===== src/rtl/gfsk_tx_pkg.sv =====
// gfsk_tx_pkg: shared definitions for the GFSK transmit modulator.
//   - gfsk_state_t : modulator FSM states (IDLE, ACTIVE, DRAIN)
//   - QUARTER_SIN  : first-quadrant sine magnitudes for a 16-entry table
//                    (LUT_BITS=4) scaled to A=7 (DATA_WIDTH=4)
//   - WHITEN_*     : BLE x^7+x^4+1 whitening seed/tap constants and step
//                    function, used only when TX_WHITEN_EN is defined.
package gfsk_tx_pkg;

    typedef enum logic [1:0] {
        IDLE   = 2'd0,
        ACTIVE = 2'd1,
        DRAIN  = 2'd2
    } gfsk_state_t;

    localparam int unsigned LUT_DEPTH = 16;

    // round(7 * sin(pi/2 * k/16)), k = 0..15
    localparam logic [7:0] QUARTER_SIN [LUT_DEPTH] = '{
        8'd0, 8'd1, 8'd1, 8'd2, 8'd3, 8'd3, 8'd4, 8'd4,
        8'd5, 8'd5, 8'd6, 8'd6, 8'd6, 8'd7, 8'd7, 8'd7
    };

    // Register bit k holds whitening position 6-k: bit 6 is position 0
    // (seeded to 1), bits 5:0 take the channel index MSB-first, and the
    // output is taken from bit 0 (position 6).
    localparam logic       WHITEN_SEED_MSB = 1'b1;
    localparam logic [6:0] WHITEN_TAPS     = 7'b000_0100;

    function automatic logic [6:0] whiten_step(input logic [6:0] s);
        return {s[0], s[6:1]} ^ (s[0] ? WHITEN_TAPS : 7'b0);
    endfunction

endpackage


===== src/rtl/gfsk_iq_lut.sv =====
// gfsk_iq_lut: combinational phase -> signed cos/sin lookup.
//   phase : unsigned phase, full circle = 2^PHASE_WIDTH
//   i_out : signed cosine sample
//   q_out : signed sine sample
// The top two phase bits pick the quadrant, the next LUT_BITS bits index a
// quarter-wave table (bit-inverted in odd quadrants); the remaining low
// phase bits are below table resolution.
module gfsk_iq_lut
    import gfsk_tx_pkg::*;
#(
    parameter int PHASE_WIDTH = 8,
    parameter int DATA_WIDTH  = 4,
    parameter int LUT_BITS    = 4
) (
    input  logic [PHASE_WIDTH-1:0]       phase,
    output logic signed [DATA_WIDTH-1:0] i_out,
    output logic signed [DATA_WIDTH-1:0] q_out
);

    logic [1:0]                   quad;
    logic [LUT_BITS-1:0]          idx;
    logic [LUT_BITS-1:0]          idx_m;
    logic signed [DATA_WIDTH-1:0] mag_d;
    logic signed [DATA_WIDTH-1:0] mag_m;
    logic                         unused_lsbs;

    assign quad        = phase[PHASE_WIDTH-1:PHASE_WIDTH-2];
    assign idx         = phase[PHASE_WIDTH-3 -: LUT_BITS];
    assign idx_m       = ~idx;
    assign mag_d       = DATA_WIDTH'(QUARTER_SIN[idx]);
    assign mag_m       = DATA_WIDTH'(QUARTER_SIN[idx_m]);
    assign unused_lsbs = ^phase[PHASE_WIDTH-3-LUT_BITS:0];

    // cos is sin advanced by one quadrant.
    always_comb begin
        i_out = '0;
        q_out = '0;
        case (quad)
            2'd0: begin i_out =  mag_m; q_out =  mag_d; end
            2'd1: begin i_out = -mag_d; q_out =  mag_m; end
            2'd2: begin i_out = -mag_m; q_out = -mag_d; end
            default: begin i_out = mag_d; q_out = -mag_m; end
        endcase
    end

endmodule


===== src/rtl/gfsk_tx_modulator.sv =====
// gfsk_tx_modulator: BLE GFSK transmit baseband modulator.
// Serial bits arrive on a valid/ready handshake; each bit becomes
// SAMPLE_RATE signed I/Q samples from a slewed-frequency phase accumulator.
// Optional macro TX_WHITEN_EN adds whiten_chan and BLE data whitening.
// Ports:
//   clk, reset           : clock, synchronous active-high reset
//   en                   : sample strobe, state only advances when high
//   bit_data/valid/last  : upstream bit, its valid, end-of-packet flag
//   bit_ready            : combinational accept
//   whiten_chan          : whitening channel index (TX_WHITEN_EN only)
//   i_data, q_data       : signed cos/sin samples (registered)
//   sample_valid         : one pulse per produced sample
//   symbol_clk           : pulse at sample SAMPLE_POS of each active symbol
//   busy                 : high in ACTIVE and DRAIN
module gfsk_tx_modulator
    import gfsk_tx_pkg::*;
#(
    parameter int SAMPLE_RATE = 16,
    parameter int SAMPLE_POS  = 2,
    parameter int DATA_WIDTH  = 4,
    parameter int PHASE_WIDTH = 8,
    parameter int F_MAX       = 4,
    parameter int F_STEP      = 1,
    parameter int LUT_BITS    = 4
) (
    input  logic                         clk,
    input  logic                         reset,
    input  logic                         en,
    input  logic                         bit_data,
    input  logic                         bit_valid,
    input  logic                         bit_last,
`ifdef TX_WHITEN_EN
    input  logic [5:0]                   whiten_chan,
`endif
    output logic                         bit_ready,
    output logic signed [DATA_WIDTH-1:0] i_data,
    output logic signed [DATA_WIDTH-1:0] q_data,
    output logic                         sample_valid,
    output logic                         symbol_clk,
    output logic                         busy
);

    localparam int CNT_W = $clog2(SAMPLE_RATE);
    localparam logic [CNT_W-1:0] CNT_LAST = CNT_W'(SAMPLE_RATE - 1);
    localparam logic [CNT_W-1:0] CNT_SYM  = CNT_W'(SAMPLE_POS);
    localparam logic signed [PHASE_WIDTH-1:0] F_POS  = PHASE_WIDTH'(F_MAX);
    localparam logic signed [PHASE_WIDTH-1:0] F_NEG  = -F_POS;
    localparam logic signed [PHASE_WIDTH-1:0] F_INC  = PHASE_WIDTH'(F_STEP);

    gfsk_state_t                   state;
    logic [CNT_W-1:0]              sample_cnt;
    logic signed [PHASE_WIDTH-1:0] freq;
    logic signed [PHASE_WIDTH-1:0] freq_next;
    logic signed [PHASE_WIDTH-1:0] target;
    logic [PHASE_WIDTH-1:0]        phase;
    logic [PHASE_WIDTH-1:0]        phase_next;
    logic                          last_seen;
    logic                          boundary;
    logic                          transfer;
    logic                          mapped_bit;
    logic signed [DATA_WIDTH-1:0]  lut_i;
    logic signed [DATA_WIDTH-1:0]  lut_q;

    assign boundary = en && (sample_cnt == CNT_LAST);
    assign transfer = bit_valid && bit_ready;
    assign busy     = (state != IDLE);

    always_comb begin
        bit_ready = 1'b0;
        case (state)
            IDLE:    bit_ready = en;
            ACTIVE:  bit_ready = boundary && !last_seen;
            default: bit_ready = 1'b0;
        endcase
    end

    // Move one F_STEP toward target, landing exactly on it.
    always_comb begin
        freq_next = target;
        if (freq < target) begin
            if (target - freq > F_INC) freq_next = freq + F_INC;
        end else if (freq > target) begin
            if (freq - target > F_INC) freq_next = freq - F_INC;
        end
    end

    assign phase_next = phase + freq_next;

`ifdef TX_WHITEN_EN
    logic [6:0] lfsr;
    logic [6:0] lfsr_cur;

    // The first bit of a packet is whitened by the fresh seed directly.
    assign lfsr_cur   = (state == IDLE) ? {WHITEN_SEED_MSB, whiten_chan} : lfsr;
    assign mapped_bit = bit_data ^ lfsr_cur[0];

    always_ff @(posedge clk) begin
        if (reset)         lfsr <= '0;
        else if (transfer) lfsr <= whiten_step(lfsr_cur);
    end
`else
    assign mapped_bit = bit_data;
`endif

    gfsk_iq_lut #(
        .PHASE_WIDTH (PHASE_WIDTH),
        .DATA_WIDTH  (DATA_WIDTH),
        .LUT_BITS    (LUT_BITS)
    ) u_lut (
        .phase (phase_next),
        .i_out (lut_i),
        .q_out (lut_q)
    );

    always_ff @(posedge clk) begin
        if (reset) begin
            state        <= IDLE;
            sample_cnt   <= '0;
            freq         <= '0;
            target       <= '0;
            phase        <= '0;
            last_seen    <= 1'b0;
            i_data       <= '0;
            q_data       <= '0;
            sample_valid <= 1'b0;
            symbol_clk   <= 1'b0;
        end else begin
            sample_valid <= 1'b0;
            symbol_clk   <= 1'b0;
            if (en) begin
                case (state)
                    IDLE: begin
                        i_data <= '0;
                        q_data <= '0;
                        if (transfer) begin
                            target     <= mapped_bit ? F_POS : F_NEG;
                            freq       <= '0;
                            phase      <= '0;
                            sample_cnt <= '0;
                            last_seen  <= bit_last;
                            state      <= ACTIVE;
                        end
                    end
                    ACTIVE, DRAIN: begin
                        freq         <= freq_next;
                        phase        <= phase_next;
                        i_data       <= lut_i;
                        q_data       <= lut_q;
                        sample_valid <= 1'b1;
                        sample_cnt   <= sample_cnt + 1'b1;
                        if (state == ACTIVE) begin
                            symbol_clk <= (sample_cnt == CNT_SYM);
                            if (boundary) begin
                                if (transfer) begin
                                    target    <= mapped_bit ? F_POS : F_NEG;
                                    last_seen <= bit_last;
                                end else begin
                                    target <= '0;
                                    state  <= DRAIN;
                                end
                            end
                        end else if (sample_cnt == CNT_LAST) begin
                            state <= IDLE;
                        end
                    end
                    default: state <= IDLE;
                endcase
            end
        end
    end

endmodule


===== config.mk =====
export PLATFORM = sky130hd
export DESIGN_NAME = gfsk_tx_modulator
export DESIGN_NICKNAME = d
export VERILOG_FILES = /design/src/rtl/gfsk_tx_pkg.sv /design/src/rtl/gfsk_iq_lut.sv /design/src/rtl/gfsk_tx_modulator.sv
export SDC_FILE = /design/constraint.sdc
export NUM_CORES = 1
export LEC_CHECK = 0
export CAP_MARGIN = 5
export CORE_MARGIN = 3
export CORE_UTILIZATION = 55
export CTS_CLUSTER_DIAMETER = 80
export DETAILED_ROUTE_END_ITERATION = 6
export GPL_TIMING_DRIVEN = 1
export HOLD_SLACK_MARGIN = 0.15
export PLACE_DENSITY = 0.81
export SYNTH_ARGS = -nofsm -noshare
export SYNTH_HDL_FRONTEND = slang
export SYNTH_SLANG_ARGS = --single-unit

===== constraint.sdc =====
create_clock -name clk -period 7 [get_ports clk]
set_clock_uncertainty 0.15 [all_clocks]
set_input_delay 1.4 -clock clk [delete_from_list [all_inputs] [get_ports clk]]
set_output_delay 1.4 -clock clk [all_outputs]
set_load 0.01 [all_outputs]

==> summary.txt <==
Outcome
  • Status: finished clean

Cells and area
  • Nets: 455
  • Area grow syn2layout: 11.0%
  • Fillers: 471
  • Fin util: 65.1%
  • Final Cell Area: 3410 µm²
  • FF/Latch Area: 701 µm²
  • Share of layout cells above drive strength 1: between 4 and 5%
  • Fin cells: 484
  • Diode count: 0
  • Multi-input logic area: 2190 µm²

Placed design
  • Post-Place Cells: 476
  • RePlAce Congestion: 1.02
  • PortBufs: 17
  • DP Wirelength: about 5.4 mm
  • Area after DPL: 3270 µm²

Global route
  • Vias in the first global route: 2786
  • Total Routing Usage GR: a little under a quarter
  • First-pass GRT wire length: 12.4 mm
  • Initial antenna violation count: 0
  • Overflow after GRT: 0
  • Largest net degree at the start of global routing: 35

Synthesis
  • EDFF count, synth: 0
  • Yosys top cell by area: dfxtp_1
  • Syn Inst Count: around 400
  • Mapped Area: 3070 µm²
  • Commonest cells post-synth: nor2_1 (40), nand2_1 (37), dfxtp_1 (35)
  • Yosys cell types: 54
  • Share of the synthesized area in the top cell type: between 20% and 30%
  • Sequential cell area fraction in the yosys report: 22.8%
  • Post-synth top flop: dfxtp_1
  • Post-Syn Area per Cell: approximately 7.6 µm²
  • Share of synthesized registers carrying an async set or reset: 0%
  • Mapped Nets: roughly 450
  • Count leader, synth: nor2_1
  • Largest cells by area after synthesis: dfxtp_1 (23%), ha_1 (14%), a21oi_1 (5.1%)
  • Synth Register Bits: 35
  • Synth warn: 0

Floorplanning
  • Die Y: 80.7 µm
  • Core Footprint: 5240 µm²
  • Starting density of the core: 58.6%
  • # IOs: 18
  • Row Count: 26
  • Die W: just over 80 µm
  • Die area: 6520 µm²

Clock network
  • Total CTS buffers: 5
  • Root buffer cell: clkbuf_8
  • Htree depth: 2
  • CTS tree: done
  • Post-CTS Setup Repair Bufs: 0
  • CTS Buffer Depth: 2
  • Clock tree sinks: 35
  • Post-cts resize count: 0
  • Skew-Pair Late Insertion Delay: just under 0.3 ns
  • Hold_buf cts: 0
  • Clk slew on worst S/H paths: 0.08 ns

Timing
  • Final setup TNS: 0 ns
  • Slew Viols, Final: 0
  • Unrepaired setup endpoints after global routing: false
  • Final Hold Vio Count: 0
  • Achievable Freq: ~160 MHz
  • Post-route clock period utilization: 91.0%
  • Rel. slew slack: between 40 and 50%
  • Setup-failing EPs final: 0
  • Worst-margin pin slew: 0.851 ns
  • Min cycle time layout: 6.37 ns

Detailed routing
  • DRC: 0
  • Pre-antenna DRT Iters: 5
  • Vias: 2982
  • Vias per cell: a little over 6
  • 1st-iter DRT viols: approximately 270
  • Wire length per cell: between 15 and 20 µm
  • Final wirelength: 7.34 mm
  • DRT antenna net count: 0

Worst setup path
  • Slowest CP cell: a2111oi_2
  • Critical path class: reg2reg
  • Startpoint Class: register
  • Crit-path cells: inv_1 > ha_1 > fa_1 > nor2b_1 > a311oi_1 > o2bb2ai_1 > a31oi_1 > nand2_1 > o221ai_1 > o21ai_0 > nand3_1 > inv_1 > ha_1 > and3_1 > a2111oi_2 > xnor2_1 > and2_1 > a22oi_1 > o21ai_0 > ha_1 > or3_1 > nand3_1 > o211ai_1 > a311oi_1
  • Worst path arrival time: 6.42 ns
  • CP peak stage delay: roughly 0.53 ns
  • Most common cell on crit path: ha_1
  • Nature of the critical path endpoint: register
  • Crit path max-delay family: compound AO/OA/AOI/OAI gates
  • Worst path bufs/invs: 2
  • Worst EP required: 7.05 ns
  • Worst-path maximum fanout: 11

Run
  • Max-cap check violation count: 0

Hold path
  • Hold WC Path Type: reg2reg
## final cells by class
cell class / instances / area share (%)
Multi-Input combinational cell: 325 / 64.4
Sequential cell: 35 / 20.6
Timing Repair Buffer: 20 / 5.65
Inverter: 26 / 2.86
Tap cell: 70 / 2.57
Clock buffer: 5 / 2.02
Clock inverter: 3 / 1.98
## flip-flops by register name, indices dropped and copies added (netlist names), 2 cells and up
signal      count
freq            8
phase           8
i_data          4
sample_cnt      4
q_data          4
target          2
state           2
## tightest hold or removal path: stages (launching register included)
cell and delay (ns):
dfxtp_1 0.32, nand2_1 0.05, a21oi_1 0.05
## final timing paths
check	from	endpoint	slack (ns)	cells past startpoint
max	freq[2]$_SDFFE_PP0P_	q_data[2]$_SDFFE_PP0P_	0.63	24
min	phase[6]$_SDFFE_PP0P_	phase[6]$_SDFFE_PP0P_	0.31	2
max reg2reg	freq[2]$_SDFFE_PP0P_	q_data[2]$_SDFFE_PP0P_	0.63	24
min reg2reg	phase[6]$_SDFFE_PP0P_	phase[6]$_SDFFE_PP0P_	0.31	2
## placed cells by master (no fill, tap or decap), drive strengths merged, types with 7 or more instances in the layout
| cell type | count |
|---|---|
| a21oi | 31 |
| a22oi | 8 |
| clkdlybuf4s50 | 17 |
| dfxtp | 35 |
| ha | 34 |
| inv | 26 |
| mux2i | 11 |
| nand2 | 37 |
| nand3 | 24 |
| nor2 | 40 |
| nor2b | 7 |
| nor3 | 13 |
| o211ai | 7 |
| o21ai | 20 |
| xnor2 | 11 |
## kinds of logic after synthesis
logic type	share of synthesized area [%]
multiplexers	4.68
buffers and inverters	5.74
adder cells (fa/ha/maj)	15.2
AND/OR/NAND/NOR	23.2
XOR/XNOR	4.24
flip-flops	22.8
AO/OA/AOI/OAI	24.2
## stage by stage
step,hold slack (ns),worst slack (ns)
finish,0.313,0.633
global route,0.328,0.186
CTS,0.313,0.791
detailed placement,0.303,0.814
global placement,0.295,0.981
floorplan,0.286,1.42
## per-layer routing
metal  up-vias  global-route usage, %  part of all wire [%]
met1      1406                   31.1                    48
met2        83                   39.8                    47
met4         0                   6.59                   1.4
met3        14                   3.77                   4.4
li1       1479                      -                     -
met5         -                      0                     0
Power is left out: the tool's default activity adds up to more than one toggle a clock period on the data nets, which glitch-free logic cannot reach.
